[src/rtl/exc_ctrl_pkg.sv]
// Shared definitions for the exception/interrupt arbiter and CP0.
// Holds cause codes, arbiter state encoding and the default handler vector.
package exc_ctrl_pkg;

  localparam logic [4:0] EXC_INT = 5'd0;
  localparam logic [4:0] EXC_SYS = 5'd8;
  localparam logic [4:0] EXC_BP  = 5'd9;
  localparam logic [4:0] EXC_RI  = 5'd10;

  localparam logic [31:0] EXC_VECTOR_DEFAULT = 32'h0000_4180;

  typedef enum logic [1:0] {
    ST_IDLE  = 2'd0,
    ST_ENTER = 2'd1,
    ST_REDIR = 2'd2
  } exc_state_t;

  // Decode-stage exceptions ranked RI > Syscall > Break; falls back to interrupt.
  function automatic logic [4:0] exc_code_sel(input logic ri, input logic sys, input logic brk);
    if (ri)       return EXC_RI;
    else if (sys) return EXC_SYS;
    else if (brk) return EXC_BP;
    else          return EXC_INT;
  endfunction

endpackage

[src/rtl/exc_ctrl_int_sync.sv]
// Interrupt-line input stage: two flops per bit with EXC_INT_SYNC_EN defined,
// otherwise a single register stage for sources already on Clk.
module int_sync #(
  parameter int WIDTH = 6
) (
  input  logic             Clk,
  input  logic             Reset,
  input  logic [WIDTH-1:0] d,
  output logic [WIDTH-1:0] q
);

`ifdef EXC_INT_SYNC_EN
  logic [WIDTH-1:0] meta;

  always_ff @(posedge Clk) begin
    if (Reset) begin
      meta <= '0;
      q    <= '0;
    end else begin
      meta <= d;
      q    <= meta;
    end
  end
`else
  always_ff @(posedge Clk) begin
    if (Reset) q <= '0;
    else       q <= d;
  end
`endif

endmodule

[src/rtl/exc_ctrl.sv]
// Exception/interrupt arbiter feeding CP0 and the control FSM redirect.
// Optional macro EXC_INT_SYNC_EN selects a two-flop interrupt synchronizer.
module exc_ctrl
  import exc_ctrl_pkg::*;
#(
  parameter logic [31:0] EXC_VECTOR = EXC_VECTOR_DEFAULT,
  parameter int          NUM_HWINT  = 6
) (
  input  logic                 Clk,
  input  logic                 Reset,
  input  logic [NUM_HWINT-1:0] HWIntIn,
  input  logic [NUM_HWINT-1:0] SR_IM,
  input  logic                 SR_ie,
  input  logic                 SR_exl,
  input  logic                 InstrBoundary,
  input  logic                 DecValid,
  input  logic                 ExcRI,
  input  logic                 ExcSyscall,
  input  logic                 ExcBreak,
  input  logic [31:0]          CurPC,
  input  logic                 RedirAck,
  output logic                 ExcEnter,
  output logic [4:0]           ExcCode,
  output logic [NUM_HWINT-1:0] HWInt,
  output logic [31:0]          ExcPC,
  output logic                 RedirReq,
  output logic [31:0]          VecPC
);

  exc_state_t           state;
  logic [NUM_HWINT-1:0] hw_int_sync;
  logic [NUM_HWINT-1:0] pend;
  logic                 int_req;
  logic                 sync_req;

  int_sync #(.WIDTH(NUM_HWINT)) u_int_sync (
    .Clk   (Clk),
    .Reset (Reset),
    .d     (HWIntIn),
    .q     (hw_int_sync)
  );

  assign pend     = hw_int_sync & SR_IM;
  assign int_req  = InstrBoundary & SR_ie & ~SR_exl & (|pend);
  assign sync_req = DecValid & (ExcRI | ExcSyscall | ExcBreak);
  assign VecPC    = EXC_VECTOR;

  // Requests seen outside IDLE are dropped; the stalled FSM re-presents them.
  always_ff @(posedge Clk) begin
    if (Reset) begin
      state    <= ST_IDLE;
      ExcEnter <= 1'b0;
      RedirReq <= 1'b0;
      ExcCode  <= EXC_INT;
      HWInt    <= '0;
      ExcPC    <= '0;
    end else begin
      case (state)
        ST_IDLE: begin
          if (sync_req | int_req) begin
            state    <= ST_ENTER;
            ExcEnter <= 1'b1;
            RedirReq <= 1'b1;
            ExcCode  <= sync_req ? exc_code_sel(ExcRI, ExcSyscall, ExcBreak) : EXC_INT;
            HWInt    <= pend;
            ExcPC    <= CurPC;
          end
        end
        ST_ENTER: begin
          state    <= ST_REDIR;
          ExcEnter <= 1'b0;
        end
        ST_REDIR: begin
          if (RedirAck) begin
            state    <= ST_IDLE;
            RedirReq <= 1'b0;
          end
        end
        default: begin
          state    <= ST_IDLE;
          ExcEnter <= 1'b0;
          RedirReq <= 1'b0;
        end
      endcase
    end
  end

endmodule
[config.mk]
export PLATFORM = sky130hd
export DESIGN_NAME = exc_ctrl
export DESIGN_NICKNAME = d
export VERILOG_FILES = /design/src/rtl/exc_ctrl_pkg.sv /design/src/rtl/exc_ctrl_int_sync.sv /design/src/rtl/exc_ctrl.sv
export SDC_FILE = /design/constraint.sdc
export NUM_CORES = 1
export LEC_CHECK = 0
export ABC_AREA = 1
export ABC_CLOCK_PERIOD_IN_PS = 1400
export CORE_MARGIN = 1.5
export CORE_UTILIZATION = 39
export DETAILED_ROUTE_END_ITERATION = 6
export PLACE_DENSITY = 0.82
export SYNTH_ARGS = -nofsm -noshare
export SYNTH_HDL_FRONTEND = slang
export SYNTH_HIERARCHICAL = 1
export SYNTH_SLANG_ARGS = --single-unit
[constraint.sdc]
create_clock -name Clk -period 1.4 [get_ports Clk]
set_clock_uncertainty 0.05 [all_clocks]
set_input_delay 0.28 -clock Clk [delete_from_list [all_inputs] [get_ports Clk]]
set_output_delay 0.28 -clock Clk [all_outputs]
set_load 0.01 [all_outputs]
After elaboration in Yosys (flattened, before gate mapping):

Index checks and enable logic that the tools add are counted.
Widths: inputs -> output; s select.

* output and inout port bits: 77
* input bits: 54
* register bits: 53
* logic and storage cells: 39

* reductions and logical operators: 6
* bitwise operators: 11
* equality and inequality tests: 4
* multiplexer cells: 11

Operators with widths (number)
* $mux 4: 3
* $and 6x6->6: 1
* $pmux 2 s3: 1
* $reduce_and 2->1: 3
* $reduce_or 6->1: 1
* $mux 5: 1
* $and 1x1->1: 4
* $mux 2: 2
* $ne 2x2->1 const B: 2
* $not 1->1: 3
* $or 1x1->1: 3
* $pmux 1 s3: 1
* $reduce_and 3->1: 1
* $eq 2x1->1 const B: 1
* $eq 2x2->1 const B: 1
* $logic_not 2->1: 1
* $mux 1: 2
* $pmux 1 s2: 1

Logic depth before layout (Yosys ltp):

Gate-level depths: netlist of run 1.

* depth in word-level cells: 6
* mapped depth: 10
* depth with buffers taken out: 9

Cells and area by module:

The synthesis of run 1 kept the hierarchy.

Modules (own cells, without submodules)
* exc_ctrl: times used 1, area each 2185.8 µm², seq. area each 900.9 µm², cells each 318
* int_sync: times used 1, area each 165.2 µm², seq. area each 120.1 µm², cells each 18

Least setup slack after synthesis of run 1:

No wires, ideal clock.

* kind: register to register
* from: register state[0]
* to: register ExcPC[5]
* cell stages (with the launch flop): 10
* setup slack: 0.194 ns
* buffers on the path: 1
* period minus slack after synthesis: 1.206 ns
* data required time: 1.237 ns
* setup time: 0.113 ns
* data arrival time: 1.043 ns
* cell sequence: dfxtp_1 -> inv_2 -> nand2_2 -> inv_1 -> nand3_4 -> nand2_8 -> buf_6 -> nand2_1 -> nand2_1 -> nor2_1

* word-level cells in the longest chain between the ends: 2

RTL lines
* start, declared: RTL line exc_ctrl.sv:30 `exc_state_t state;`
* start signal, assigned: RTL line exc_ctrl.sv:51 `state <= ST_IDLE;`
* start signal, assigned: RTL line exc_ctrl.sv:61 `state <= ST_ENTER;`
* start signal, assigned: RTL line exc_ctrl.sv:70 `state <= ST_REDIR;`
* $logic_not 2->1: RTL line exc_ctrl.sv:58 `case (state)`
* $reduce_and 2->1 (no line)
* end signal, assigned: RTL line exc_ctrl.sv:66 `ExcPC <= CurPC;`
* end, declared: RTL line exc_ctrl.sv:25 `output logic [31:0] ExcPC,`

No other way between the ends.
A chain may end at the register's enable or synchronous reset.

Final worst setup path of run 1:

* from: register state[0]
* to: register ExcPC[28]

Same word-level chain as after synthesis.

==> results.yml, run 1 <==
logic_synthesis:
  synth.distinct_cells: 21
  synthArstFlopShare_pct: 0
  ys.flop_type: "dfxtp_1"
  yosys-top-cells-area: "dfxtp_1 43%, nand2_1 15%, nor2_1 13%"
  synthTopCellsByCount: "91 x nand2_1, 83 x nor2_1, 51 x dfxtp_1"
  synth-adder-area-share_pct: 0
  synth-compound-area-share_pct: 1.49
  yosysTopAreaCell: "dfxtp_1"
  synth_top_family_by_area: "simple AND/OR/NAND/NOR gates"
  synth_seq_cells: 51
  synth-simple-area-share_pct: 32.5
  yosysTopAreaCellShare_pct: 43.4
  synth_xor_area_share_pct: 0
  syn_inst: 336
  post_synth_instance_area_mm2: 0.00235
  seq_area_frac_synth_pct: 43.4
  avgSynthCellArea_um2: 7.00
  synth_mux_area_share_pct: 0
  synth-edff-count: 0
  synth_warnings: 6
  synth_most_common_cell: "nand2_1"
place:
  place_ws_ns: -0.459
  placed_cell_area_mm2: 0.00325
  dpl.hpwl_mm: 3.55
  io_buffers: 96
  place_inst: 503
  gp_congestion: 0.734
cells_and_area:
  nNetsFinal: 511
  drive_gt1_share_pct: 17.7
  fill_cells: 528
  finalNonFillerCells: 532
  final_area_mm2: 0.00378
  n_antenna_cell: 0
  areaGrowthSynthToFinish_pct: 60.8
critical_path:
  critPathMaxStageDelay_ns: 0.33
  crit_type: "flip-flop to flip-flop"
  reg2reg_from: "state[0]"
  crit_path_end_kind: "flip-flop"
  r2r_slack_ns: 0.05
  crit_path_cell_trace: "inv_2 -> nand2_4 -> nor3_4 -> nand2_8 -> buf_8 -> nand2_8 -> nand2_2 -> nand2_1 -> nor2_1"
  worstPathMaxFanout: 6
  ff2ff_path_depth: 9
  cpMaxStageDelayCell: "dfxtp_2"
  r2r_end: "ExcPC[28]"
  cp-start-kind: "flip-flop"
  path_common_cell: "nand2_8"
  crit_arrival_ns: 1.48
  cp_data_required_time_ns: 1.54
floorplanning:
  dieArea_mm2: 0.00650
  die_y_um: 80.6
  io_pins: 131
  core_area_mm2: 0.00589
  start_util_pct: 39.9
  rows: 28
  die_x_um: 80.6
pwr:
  p_sw_share_pct: 29.6
  p_leak_nw: 2.10
  p_switching_mw: 1.13
  p_int_mw: 2.67
  seqPwrFrac_pct: 44.4
  clock_power_share_pct: 25.4
  comb_power_share_pct: 30.2
  cellPowerDensity_mw_per_mm2: 1010
  peakVddDrop_uv: 707
hold_path:
  hold_depth: 3
  min_from: "ExcBreak"
  min_path_type: "primary input to flip-flop"
  hold_end: "ExcCode[0]"
drt:
  routedWlPerCell_um: 11.4
  dr.first_iter.drc_count: 56
  drtAntennaViolNets: 0
  first_pass_iters: 4
  drc: 0
  wl_mm: 6.06
  num_vias: 2271
  vias_per_cell: 4.27
flow_run:
  cap_violations: 0
global_routing:
  grt_pass1_wl_mm: 8.89
  grt_pass1_vias: 1951
  grt_antenna_before_repair: 0
  grt_max_degree: 43
  grt-ovfl-total: 0
  grt_use_total_pct: 17.8
clocking:
  h-tree-depth: 2
  cts_tree: "done"
  clk_latency_ns: 0.29
  root_buffer: "clkbuf_8"
  path_clk_slew_ns: 0.09
  numClockSinks: 51
  clock_path_buffers: 2
  numCtsBuffers: 5
timing:
  finalWorstSetupSlack_ns: 0.0544
  setup_viol: 0
  period_needed_ns: 1.35
  finalSetupTns_ns: 0
  fin_crit_sh_pct: 96.1
  fmax_ghz: 0.743
  hold_violations: 0
  drv_slew: 0
  rsz0062_at_grt: "true"
status:
  status: "completed"
==> cell usage in the layout (no fill, tap or decap), types with 4 or more instances in the layout <==
master and count:
nand2_4 4, nand2_8 10, nor2_2 22, dfxtp_1 50
nor2_1 61, nand2_1 78, nand2_2 11, conb_1 34
dlymetal6s2s_1 12, inv_1 41, clkdlybuf4s50_1 41, dlygate4sd2_1 43
nand3_1 5, buf_6 5, clkbuf_8 5, buf_4 12
==> power by group through the flow <==
| stage | registers [mW] | logic (mW) | clock network, mW |
|---|---|---|---|
| 3_3_place_gp | 1.71 | 0.942 | 0 |
| 6_report | 1.69 | 1.15 | 0.966 |
| 3_5_place_dp | 1.71 | 0.968 | 0 |
| 2_1_floorplan | 1.77 | 0.516 | 0 |
| 4_1_cts | 1.68 | 1.03 | 0.982 |
| 5_1_grt | 1.71 | 1.26 | 1.05 |
==> sequential cells by signal, summed over array words and instances, names as in the netlist <==
signal,flops
ExcPC,32
HWInt,6
u_int_sync/q,6
ExcCode,3
state,2
ExcEnter,1
RedirReq,1
==> layout make-up <==
cell class | instances | area (um2) | share of cell area, %
Multi-Input combinational cell | 236 | 1220 | 32.2
Timing Repair Buffer | 118 | 1170 | 31.0
Sequential cell | 51 | 1020 | 27.0
Inverter | 45 | 171 | 4.53
Tap cell | 75 | 93.8 | 2.48
Clock buffer | 6 | 72.6 | 1.92
Clock inverter | 1 | 30.0 | 0.794
==> critical path: cells and delay by family, from the launching register on <==
kind          cells  cell delay [ns]
simple gates      7             0.64
flops             1             0.33
buf+inv           2             0.23
==> cell families after synthesis <==
kind of cell / count (synthesis)
simple gates: 187
buf+inv: 90
flops: 51
compound gates: 6
other cells: 2
==> how the worst max path moves through the flow <==
stage | from | to | slack [ns] | depth (start not counted)
6_report | state[0] | ExcPC[28] | 0.05 | 9
5_1_grt | u_int_sync/q[3] | ExcPC[11] | -0.03 | 10
4_1_cts | SR_IM[0] | ExcPC[11] | -0.02 | 11
3_5_place_dp | InstrBoundary | ExcPC[11] | -0.46 | 8
3_3_place_gp | InstrBoundary | ExcPC[6] | -0.39 | 8
2_1_floorplan | state[0] | ExcPC[5] | 0.19 | 9
==> repair_timing <==
| action | 4_1_cts | 5_1_grt |
|---|---|---|
| hold buffers | 0 | 0 |
| endpoints found under the setup margin | 82 | 44 |
| gates resized for setup | 56 | 62 |
| buffers inserted | 9 | 4 |
| cloned | 7 | 2 |
| pin swaps | 6 | 24 |
==> per-layer routing <==
metal | track usage, % | vias up | share of wire [%]
li1 | - | 1160 | -
met1 | 20.5 | 1029 | 40
met2 | 33.3 | 76 | 53
met3 | 3.86 | 6 | 5.6
met4 | 4.14 | 0 | 0.83
met5 | 0 | - | 0
==> stage by stage <==
| step | hold slack, ns | total power [mW] | utilization [%] |
|---|---|---|---|
| CTS | 0.423 | 3.69 | 60.1 |
| floorplan | 0.299 | 2.29 | - |
| global route | 0.265 | 4.01 | 64.2 |
| finish | 0.273 | 3.80 | 64.2 |
| global placement | 0.405 | 2.65 | 55.3 |
| detailed placement | 0.408 | 2.68 | 55.3 |
No activity file was read; power rests on OpenSTA's default activity.
==> inputs of run 2 (changes only) <==
- RECOVER_POWER: not set -> 50
==> results.yml, run 2 (same netlist as run 1, synthesis figures left out) <==
cells_and_area:
  areaGrowthSynthToFinish_pct: 60.6
  largest_reg_flops: 32
  multi_input_area_mm2: 0.00122
  largest_register: "ExcPC"
  reg_top3: "ExcPC (32), HWInt (6), u_int_sync/q (6)"
  fill_cells: 530
  n_antenna_cell: 0
  post-route-util_pct: 64.2
  layout_commonest_cell: "nand2_1"
  nNetsFinal: 511
  drive_gt1_share_pct: 17.5
  final_area_mm2: 0.00378
  final_cell_mix: "78 x nand2_1, 61 x nor2_1, 50 x dfxtp_1"
  seqCellArea_mm2: 0.00102
clocking:
  numCtsBuffers: 5
  clk_latency_ns: 0.29
  cts_tree: "done"
  clock_path_buffers: 2
  numClockSinks: 51
  root_buffer: "clkbuf_8"
  path_clk_slew_ns: 0.09
  h-tree-depth: 2
floorplanning:
  die_x_um: 80.6
  start_util_pct: 39.9
  dieArea_mm2: 0.00650
  io_pins: 131
  rows: 28
  die_y_um: 80.6
  core_area_mm2: 0.00589
critical_path:
  ff2ff_path_depth: 9
  cp-start-kind: "flip-flop"
  crit_path_end_kind: "flip-flop"
  worstPathMaxFanout: 6
  r2r_slack_ns: 0.05
  reg2reg_from: "state[0]"
  cp_data_required_time_ns: 1.54
  crit_arrival_ns: 1.48
  r2r_end: "ExcPC[28]"
  crit_type: "flip-flop to flip-flop"
drt:
  drtAntennaViolNets: 0
  dr.first_iter.drc_count: 56
  drc: 0
  vias_per_cell: 4.26
  wl_mm: 6.06
  routedWlPerCell_um: 11.4
  num_vias: 2268
  first_pass_iters: 4
timing:
  fmax_ghz: 0.743
  finalSetupTns_ns: 0
  hold_violations: 0
  drv_slew: 0
  hold_ws_ns: 0.274
  rsz0062_at_grt: "true"
  setup_viol: 0
  fin_crit_sh_pct: 96.1
  period_needed_ns: 1.35
global_routing:
  grt_pass1_vias: 1951
  grt_pass1_wl_mm: 8.89
  grt_max_degree: 43
  grt-ovfl-total: 0
  grt_use_total_pct: 17.8
  grt_antenna_before_repair: 0
place:
  io_buffers: 96
  placed_cell_area_mm2: 0.00325
  gp_congestion: 0.734
  dpl.hpwl_mm: 3.55
pwr:
  peakVddDrop_uv: 707
  p_leak_nw: 2.10
  cellPowerDensity_mw_per_mm2: 1010
  power_mw: 3.80
hold_path:
  hold_end: "ExcCode[1]"
  min_path_type: "primary input to flip-flop"
  min_from: "ExcRI"
  hold_depth: 3
status:
  status: "completed"
flow_run:
  cap_violations: 0
[run 2: cell types whose count changed in the layout (fill, tap and decap cells not counted)]
cell | before | now
buf_4 | 12 | 11
clkbuf_1 | 1 | 2
clkdlybuf4s50_1 | 41 | 40
dlygate4sd3_1 | 0 | 1
[run 2: how the worst max path moves through the flow]
stage | start | end | slack (ns)
after floorplan | state[0] | ExcPC[5] | 0.19
after global placement | InstrBoundary | ExcPC[6] | -0.39
after detailed placement | InstrBoundary | ExcPC[11] | -0.46
after CTS | SR_IM[0] | ExcPC[11] | -0.02
after global routing | u_int_sync/q[3] | ExcPC[11] | -0.03
final | state[0] | ExcPC[28] | 0.05
[run 2: metal layers]
| metal | vias to the layer above | global-route usage [%] | share of wire (%) |
|---|---|---|---|
| met3 | 6 | 3.86 | 5.6 |
| met2 | 76 | 33.3 | 53 |
| met5 | - | 0 | 0 |
| met1 | 1026 | 20.5 | 40 |
| li1 | 1160 | - | - |
| met4 | 0 | 4.14 | 0.83 |
[run 2: critical path, cell delays in order, from the launching register on]
cell and delay, ns:
dfxtp_2 0.33, inv_2 0.07, nand2_4 0.07, nor3_4 0.21, nand2_8 0.12, buf_8 0.16
nand2_8 0.09, nand2_2 0.06, nand2_1 0.05, nor2_1 0.04
[run 2: power by group]
group          leakage (nW)  switching, mW  internal (mW)
Combinational          1.62          0.602          0.543
Sequential            0.423         0.0832           1.60
Clock                0.0513          0.441          0.524
Total                  2.10           1.13           2.67
[run 2: cell type report]
type | instances | share of cell area (%)
Timing Repair Buffer | 118 | 31.0
Multi-Input combinational cell | 236 | 32.2
Clock buffer | 6 | 1.92
Sequential cell | 51 | 27.1
Clock inverter | 1 | 0.795
Tap cell | 75 | 2.49
Inverter | 45 | 4.54
[run 2: timing repair]
| item | in CTS | in global routing |
|---|---|---|
| endpoints found under the hold margin | 0 | 0 |
| pin swaps | 6 | 24 |
| gates cloned | 7 | 2 |
| hold buffers | 0 | 0 |
| resized for setup | 56 | 62 |
| setup buffers | 9 | 4 |
| setup endpoints to repair | 82 | 44 |
[run 2: metrics by stage]
stage / worst slack [ns] / cells
2_1_floorplan: 0.194 / 368
3_3_place_gp: -0.394 / 503
3_5_place_dp: -0.459 / 503
4_1_cts: -0.0167 / 526
5_1_grt: -0.0344 / 532
6_report: 0.0544 / 532
==> inputs of run 3 (changes only) <==
- GPL_TIMING_DRIVEN: not set -> 1
==> results of run 3 <==
Same layout as run 2: the final DEF is identical, and so are final timing and power.
